**src/rtl/led_seq_pkg.sv**
```systemverilog
// Shared types and default sizing for the LED frame sequencer slice.
// Imported by the frame store and the sequencer control.
package led_seq_pkg;

  localparam int DEF_LED_W      = 10;
  localparam int DEF_NUM_FRAMES = 8;
  localparam int DEF_DWELL_W    = 18;

  typedef enum logic {
    IDLE = 1'b0,
    PLAY = 1'b1
  } state_t;

  // Index width for a frame store of the given depth; never narrower than one bit.
  function automatic int idx_width(input int depth);
    return (depth > 1) ? $clog2(depth) : 1;
  endfunction

endpackage

```
**src/rtl/led_frame_ram.sv**
```systemverilog
// Frame store: one synchronous write port, one synchronous read port.
// The read register doubles as the LED drive register.
module led_frame_ram
  import led_seq_pkg::*;
#(
  parameter int LED_W      = DEF_LED_W,
  parameter int NUM_FRAMES = DEF_NUM_FRAMES,
  parameter int IDX_W      = idx_width(NUM_FRAMES)
) (
  input  logic             clk,
  input  logic             wr_en,
  input  logic [IDX_W-1:0] wr_addr,
  input  logic [LED_W-1:0] wr_data,
  input  logic             rd_en,
  input  logic             rd_clr,
  input  logic [IDX_W-1:0] rd_addr,
  output logic [LED_W-1:0] rd_data
);

  logic [LED_W-1:0] mem [NUM_FRAMES];

  // Contents are deliberately not reset; out-of-range writes are dropped.
  always_ff @(posedge clk) begin
    if (wr_en && (32'(wr_addr) < NUM_FRAMES)) begin
      mem[wr_addr] <= wr_data;
    end
  end

  // Read samples the old contents when a write hits the same index.
  always_ff @(posedge clk) begin
    if (rd_clr) begin
      rd_data <= '0;
    end else if (rd_en) begin
      rd_data <= mem[rd_addr];
    end
  end

endmodule

```
**src/rtl/led_frame_sequencer.sv**
```systemverilog
// Plays a stored sequence of LED frames, holding each for a programmable dwell.
// Supports looping or one-shot playback with a done pulse, and an abort input.
module led_frame_sequencer
  import led_seq_pkg::*;
#(
  parameter int LED_W      = DEF_LED_W,
  parameter int NUM_FRAMES = DEF_NUM_FRAMES,
  parameter int DWELL_W    = DEF_DWELL_W,
  localparam int IDX_W     = idx_width(NUM_FRAMES)
) (
  input  logic               clk,
  input  logic               rst,
  input  logic               wr_en,
  input  logic [IDX_W-1:0]   wr_addr,
  input  logic [LED_W-1:0]   wr_data,
  input  logic [DWELL_W-1:0] dwell,
  input  logic [IDX_W-1:0]   last_idx,
  input  logic               loop,
  input  logic               start,
  input  logic               stop,
  output logic               busy,
  output logic               done,
  output logic [IDX_W-1:0]   frame_idx,
  output logic [LED_W-1:0]   led,
  output state_t             state
);

  state_t             state_n;
  logic [DWELL_W-1:0] cnt, cnt_n;
  logic [IDX_W-1:0]   idx, idx_n;
  logic [DWELL_W-1:0] dwell_q, dwell_n;
  logic [IDX_W-1:0]   last_q, last_n;
  logic               loop_q, loop_n;
  logic               done_n;
  logic               rd_en, clr_n, rd_clr, wr_ok;
  logic [IDX_W-1:0]   rd_addr;
  logic [IDX_W-1:0]   last_clamped;

  always_comb begin
    last_clamped = last_idx;
    if (32'(last_idx) >= NUM_FRAMES) begin
      last_clamped = IDX_W'(NUM_FRAMES - 1);
    end
  end

  // The frame register is loaded only when a frame starts, so writes to the
  // displayed index never disturb the current dwell.
  always_comb begin
    state_n = state;
    cnt_n   = cnt;
    idx_n   = idx;
    dwell_n = dwell_q;
    last_n  = last_q;
    loop_n  = loop_q;
    done_n  = 1'b0;
    rd_en   = 1'b0;
    clr_n   = 1'b0;
    rd_addr = idx;
    case (state)
      IDLE: begin
        clr_n = 1'b1;
        if (start && !stop) begin
          state_n = PLAY;
          cnt_n   = '0;
          idx_n   = '0;
          dwell_n = dwell;
          last_n  = last_clamped;
          loop_n  = loop;
          clr_n   = 1'b0;
          rd_en   = 1'b1;
          rd_addr = '0;
        end
      end
      PLAY: begin
        if (stop) begin
          state_n = IDLE;
          cnt_n   = '0;
          idx_n   = '0;
          clr_n   = 1'b1;
        end else if (cnt == dwell_q) begin
          cnt_n = '0;
          if (idx < last_q) begin
            idx_n   = idx + 1'b1;
            rd_en   = 1'b1;
            rd_addr = idx_n;
          end else if (loop_q) begin
            idx_n   = '0;
            rd_en   = 1'b1;
            rd_addr = '0;
          end else begin
            state_n = IDLE;
            idx_n   = '0;
            clr_n   = 1'b1;
            done_n  = 1'b1;
          end
        end else begin
          cnt_n = cnt + 1'b1;
        end
      end
    endcase
  end

  always_ff @(posedge clk) begin
    if (rst) begin
      state   <= IDLE;
      cnt     <= '0;
      idx     <= '0;
      dwell_q <= '0;
      last_q  <= '0;
      loop_q  <= 1'b0;
      done    <= 1'b0;
    end else begin
      state   <= state_n;
      cnt     <= cnt_n;
      idx     <= idx_n;
      dwell_q <= dwell_n;
      last_q  <= last_n;
      loop_q  <= loop_n;
      done    <= done_n;
    end
  end

  assign busy      = (state == PLAY);
  assign frame_idx = idx;
  assign rd_clr    = rst | clr_n;
  assign wr_ok     = wr_en & ~rst;

  led_frame_ram #(
    .LED_W      (LED_W),
    .NUM_FRAMES (NUM_FRAMES),
    .IDX_W      (IDX_W)
  ) u_ram (
    .clk     (clk),
    .wr_en   (wr_ok),
    .wr_addr (wr_addr),
    .wr_data (wr_data),
    .rd_en   (rd_en),
    .rd_clr  (rd_clr),
    .rd_addr (rd_addr),
    .rd_data (led)
  );

endmodule
```
**config.mk**
```make
export PLATFORM = sky130hd
export DESIGN_NAME = led_frame_sequencer
export DESIGN_NICKNAME = d
export VERILOG_FILES = /design/src/rtl/led_seq_pkg.sv /design/src/rtl/led_frame_ram.sv /design/src/rtl/led_frame_sequencer.sv
export SDC_FILE = /design/constraint.sdc
export NUM_CORES = 1
export LEC_CHECK = 0
export ABC_CLOCK_PERIOD_IN_PS = 2480
export BUFFER_PORTS_ARGS = -buffer_cell sky130_fd_sc_hd__buf_2
export CORE_MARGIN = 3
export CORE_UTILIZATION = 45
export CTS_CLUSTER_SIZE = 40
export DETAILED_ROUTE_END_ITERATION = 12
export GPL_TIMING_DRIVEN = 0
export PLACE_DENSITY = 0.71
export SLEW_MARGIN = 25
export SYNTH_ARGS = -nofsm -noshare
export SYNTH_HDL_FRONTEND = slang
export SYNTH_HIERARCHICAL = 1
export SYNTH_SLANG_ARGS = --single-unit
```
**constraint.sdc**
```tcl
create_clock -name clk -period 2.48 [get_ports clk]
set_input_delay 0 -clock clk [delete_from_list [all_inputs] [get_ports clk]]
set_output_delay 0 -clock clk [all_outputs]
set_load 0.05 [all_outputs]
```
==> results.py <==
metrics = {
    "synthesis": {
        "netlist_instances": 461,
        "synthesis.area_um2": 5650,
        "asyncSetResetFlopFracSynth_pct": 0,
        "synth-warning-count": 6,
        "synth_cell_type_count": 49,
        "synth_seq_cells": 135,
        "synth_edf_count": 80,
        "synth_fp_nets": 505,
        "postSynthAreaPerCell_um2": 12.3,
        "synth_sequential_area_ratio_pct": 62.0,
        "predominant_post_synthesis_flop_cell": "sky130_fd_sc_hd__edfxtp_1",
    },
    "power": {
        "ir_worst_vdd_uv": 535,
        "power.leakage_nw": 2.69,
        "cellPowerDensity_nw_per_um2": 706,
    },
    "timing": {
        "whs_ns": 0.0930,
        "post-route-period-util_pct": 109,
        "finalSetupViolations": 10,
        "fin_skew_ns": 0.00864,
        "final_period_minus_worst_setup_slack_ns": 2.71,
        "finalHoldViolations": 0,
        "rsz0062_at_grt": "yes",
        "worst-slew-pin-transition_ns": 1.02,
        "final_critical_path_setup_slack_ns": -0.226,
        "fmaxAchievable_ghz": 0.370,
        "max_slew_violations": 0,
        "slew_headroom_pct": 32.0,
    },
    "setup_path": {
        "critPathLaunchType": "flip-flop",
        "timing_worst_setup_path_type": "flip-flop to flip-flop",
        "regToRegEndpoint": "u_ram/rd_data[1]$_SDFFE_PP0P_",
        "timing.critical_path.arrival_ns": 2.97,
        "worst_r2r_startpoint": "dwell_q[8]$_SDFFE_PP0P_",
        "ff2ff_setup_slack_ns": -0.23,
        "cp_max_fo": 5,
        "critPathRequiredTime_ns": 2.74,
        "r2r_cells": 12,
        "crit_path_end_kind": "flip-flop",
    },
    "worst_hold_path": {
        "min_path_type": "input pin to flip-flop",
        "min_from": "stop",
        "hold_path_endpoint": "done$_SDFF_PP0_",
        "min_delay_path_depth": 3,
    },
    "final_layout": {
        "layout_overhead_on_the_synthesized_area_pct": 35.8,
        "diodes": 0,
        "nets": 638,
        "final_core_utilization_pct": 63.1,
        "final_layout_size_suffix_gt1_share_pct": 34.8,
    },
    "clock_network": {
        "cts.clk_slew.worst_paths_ns": 0.06,
        "tritoncts": "built",
        "root_buffer": "sky130_fd_sc_hd__clkbuf_16",
        "cts_buffer_depth": 2,
        "cts_htree_levels": 4,
        "cts-buffers-inserted": 17,
        "cts.sink_count": 135,
        "clock_insertion_delay_worst_skew_ns": 0.42,
    },
    "floorplan": {
        "design.core.area_um2": 12200,
        "dieHeight_um": 118,
        "placementRows": 40,
        "start_util_pct": 46.5,
        "die_width_um": 118,
        "fp.dieArea_um2": 13900,
        "io_pins": 56,
    },
    "drt": {
        "ant_nets": 0,
        "detailedRoute.firstIterationViolations": 253,
        "vias_per_cell": 5.28,
        "dr_total_vias": 4090,
        "drc": 0,
        "drt-wirelength-per-cell_um": 17.7,
        "drt_pre_antenna_iters": 4,
        "route.final.wire_length_um": 13700,
    },
    "grt": {
        "grt_first_pass_wirelength_um": 21400,
        "pin_count_of_the_biggest_net_entering_global_routing": 17,
        "number_of_global_route_vias_before_repair": 4151,
        "globalRouteOverflowTotal": 0,
        "grt_usage_pct": 20.0,
        "grt_antenna_before_repair": 0,
    },
    "flow_run": {
        "maxCapViolations": 0,
    },
    "placement": {
        "placement.io_buffers": 55,
        "place_congestion": 0.812,
        "place.detailed.hpwl_um": 8180,
    },
    "run_status": {
        "status": "complete, but fails checks",
        "violations": "negative setup slack",
    },
}
-- cell usage after synthesis (3+ instances only) --
library cell / instances / area (um^2)
sky130_fd_sc_hd__edfxtp_1: 80 / 2400
sky130_fd_sc_hd__mux2_2: 20 / 225
sky130_fd_sc_hd__clkbuf_1: 11 / 41.3
sky130_fd_sc_hd__inv_1: 9 / 33.8
sky130_fd_sc_hd__nand2b_1: 9 / 56.3
sky130_fd_sc_hd__nor2b_1: 5 / 31.3
sky130_fd_sc_hd__nor3_1: 7 / 35.0
sky130_fd_sc_hd__xor2_1: 8 / 70.1
sky130_fd_sc_hd__ha_1: 4 / 50.1
sky130_fd_sc_hd__a21oi_1: 26 / 130
sky130_fd_sc_hd__nand3_1: 5 / 25.0
sky130_fd_sc_hd__dfxtp_1: 55 / 1100
sky130_fd_sc_hd__nand4_1: 6 / 37.5
sky130_fd_sc_hd__nand2_1: 57 / 214
sky130_fd_sc_hd__nor2_1: 41 / 154
sky130_fd_sc_hd__a221o_1: 11 / 110
sky130_fd_sc_hd__xnor2_1: 25 / 219
sky130_fd_sc_hd__o22ai_1: 11 / 68.8
sky130_fd_sc_hd__buf_1: 3 / 11.3
sky130_fd_sc_hd__nor4_1: 3 / 18.8
sky130_fd_sc_hd__mux2i_1: 21 / 210
sky130_fd_sc_hd__a211oi_2: 10 / 125
-- flip-flops by register name, indices dropped and copies added, names as in the netlist --
name           cells
dwell_q           18
done               1
cnt               18
frame_idx          3
u_ram/rd_data     10
busy               1
u_ram/mem         80
last_q             3
loop_q             1
-- worst max-delay path by stage --
stage | from | end | slack (ns) | depth (start not counted)
2_1_floorplan | frame_idx[2]$_SDFFE_PP0P_ | u_ram/rd_data[8]$_SDFFE_PP0P_ | 0.0006 | 11
3_3_place_gp | cnt[2]$_SDFFE_PP0P_ | u_ram/rd_data[8]$_SDFFE_PP0P_ | -0.61 | 10
6_report | dwell_q[8]$_SDFFE_PP0P_ | u_ram/rd_data[1]$_SDFFE_PP0P_ | -0.23 | 12
5_1_grt | dwell_q[8]$_SDFFE_PP0P_ | u_ram/rd_data[1]$_SDFFE_PP0P_ | -0.32 | 12
3_5_place_dp | cnt[8]$_SDFFE_PP0P_ | u_ram/rd_data[4]$_SDFFE_PP0P_ | -0.70 | 10
4_1_cts | last_q[2]$_SDFFE_PP0P_ | u_ram/rd_data[3]$_SDFFE_PP0P_ | -0.19 | 13
-- final cells by class --
| class | count | area, um^2 |
|---|---|---|
| clock inverter | 11 | 121 |
| clock buffer | 21 | 460 |
| timing repair buffer | 114 | 831 |
| sequential | 135 | 3540 |
| inverter | 9 | 33.8 |
| fill | 846 | 4480 |
| multi-input combinational | 297 | 2350 |
| buffer | 20 | 135 |
| tap | 168 | 210 |
-- layout by cell type (no fill, tap or decap), types with 3 or more instances in the layout --
master and n:
sky130_fd_sc_hd__a211oi_2 10, sky130_fd_sc_hd__a21oi_1 25, sky130_fd_sc_hd__a221o_1 11, sky130_fd_sc_hd__buf_2 57
sky130_fd_sc_hd__buf_4 19, sky130_fd_sc_hd__buf_6 6, sky130_fd_sc_hd__buf_8 3, sky130_fd_sc_hd__clkbuf_1 13
sky130_fd_sc_hd__clkbuf_16 17, sky130_fd_sc_hd__clkinvlp_4 4, sky130_fd_sc_hd__dfxtp_1 35, sky130_fd_sc_hd__dfxtp_2 16
sky130_fd_sc_hd__dfxtp_4 4, sky130_fd_sc_hd__dlygate4sd3_1 36, sky130_fd_sc_hd__edfxtp_1 80, sky130_fd_sc_hd__inv_1 8
sky130_fd_sc_hd__mux2_2 3, sky130_fd_sc_hd__mux2_4 17, sky130_fd_sc_hd__mux2i_1 20, sky130_fd_sc_hd__nand2_1 55
sky130_fd_sc_hd__nand2_4 3, sky130_fd_sc_hd__nand2b_1 8, sky130_fd_sc_hd__nand3_1 4, sky130_fd_sc_hd__nand4_1 6
sky130_fd_sc_hd__nor2_1 35, sky130_fd_sc_hd__nor2_2 6, sky130_fd_sc_hd__nor2b_1 5, sky130_fd_sc_hd__nor3_1 4
sky130_fd_sc_hd__nor4_1 3, sky130_fd_sc_hd__o22ai_2 8, sky130_fd_sc_hd__xnor2_1 20, sky130_fd_sc_hd__xnor2_2 5
sky130_fd_sc_hd__xor2_1 7
-- metal layers --
layer / wire length [um] / share of wire [%] / up-vias / global-route usage, %
met4: 185 / 1.4 / 0 / 7.11
met5: 0 / 0 / - / 0
met3: 803 / 5.9 / 17 / 5.86
met2: 7170 / 52 / 132 / 34.7
li1: - / - / 1951 / -
met1: 5530 / 40 / 1990 / 23.6
-- repair_timing --
action,CTS,global route
cloned,1,1
endpoints found under the hold margin,111,0
setup endpoints to repair,10,10
hold buffers,36,0
setup buffers,15,6
pin swaps,21,10
gates resized for setup,62,25
-- per-stage QoR --
step	total power [mW]	area [um^2]	setup slack [ns]	instances	setup TNS [ns]
6_report	5.42	7680	-0.226	775	-1.89
3_5_place_dp	2.85	6210	-0.704	686	-6.55
4_1_cts	5.40	7510	-0.186	768	-1.49
3_3_place_gp	2.84	6180	-0.609	684	-6.95
5_1_grt	5.61	7680	-0.324	775	-2.84
2_1_floorplan	2.73	5690	0.000622	461	0
-- worst max-delay path, stage by stage, from the launching register on --
cell	delay, ns
sky130_fd_sc_hd__dfxtp_2	0.34
sky130_fd_sc_hd__xnor2_2	0.18
sky130_fd_sc_hd__nand4_1	0.17
sky130_fd_sc_hd__nor3_4	0.33
sky130_fd_sc_hd__buf_4	0.18
sky130_fd_sc_hd__a41o_4	0.25
sky130_fd_sc_hd__mux2i_4	0.09
sky130_fd_sc_hd__buf_6	0.14
sky130_fd_sc_hd__buf_8	0.13
sky130_fd_sc_hd__mux2_4	0.31
sky130_fd_sc_hd__o22ai_4	0.16
sky130_fd_sc_hd__a221o_1	0.19
sky130_fd_sc_hd__a211oi_2	0.08
-- kinds of logic after synthesis --
kind of cell | count (synthesis) | share of synthesized area, %
AO/OA/AOI/OAI | 73 | 9.80
XOR/XNOR | 33 | 5.11
adder cells (fa/ha/maj) | 4 | 0.885
buffers and inverters | 30 | 2.79
flip-flops | 135 | 62.0
multiplexers | 41 | 7.70
AND/OR/NAND/NOR | 145 | 11.8
-- power by group --
group	internal (mW)	switching (mW)	leakage (nW)
Clock	1.53	0.930	0.274
Sequential	2.43	0.0343	1.18
Combinational	0.224	0.275	1.23
Total	4.18	1.24	2.69
(Power assumes the default switching activity.)
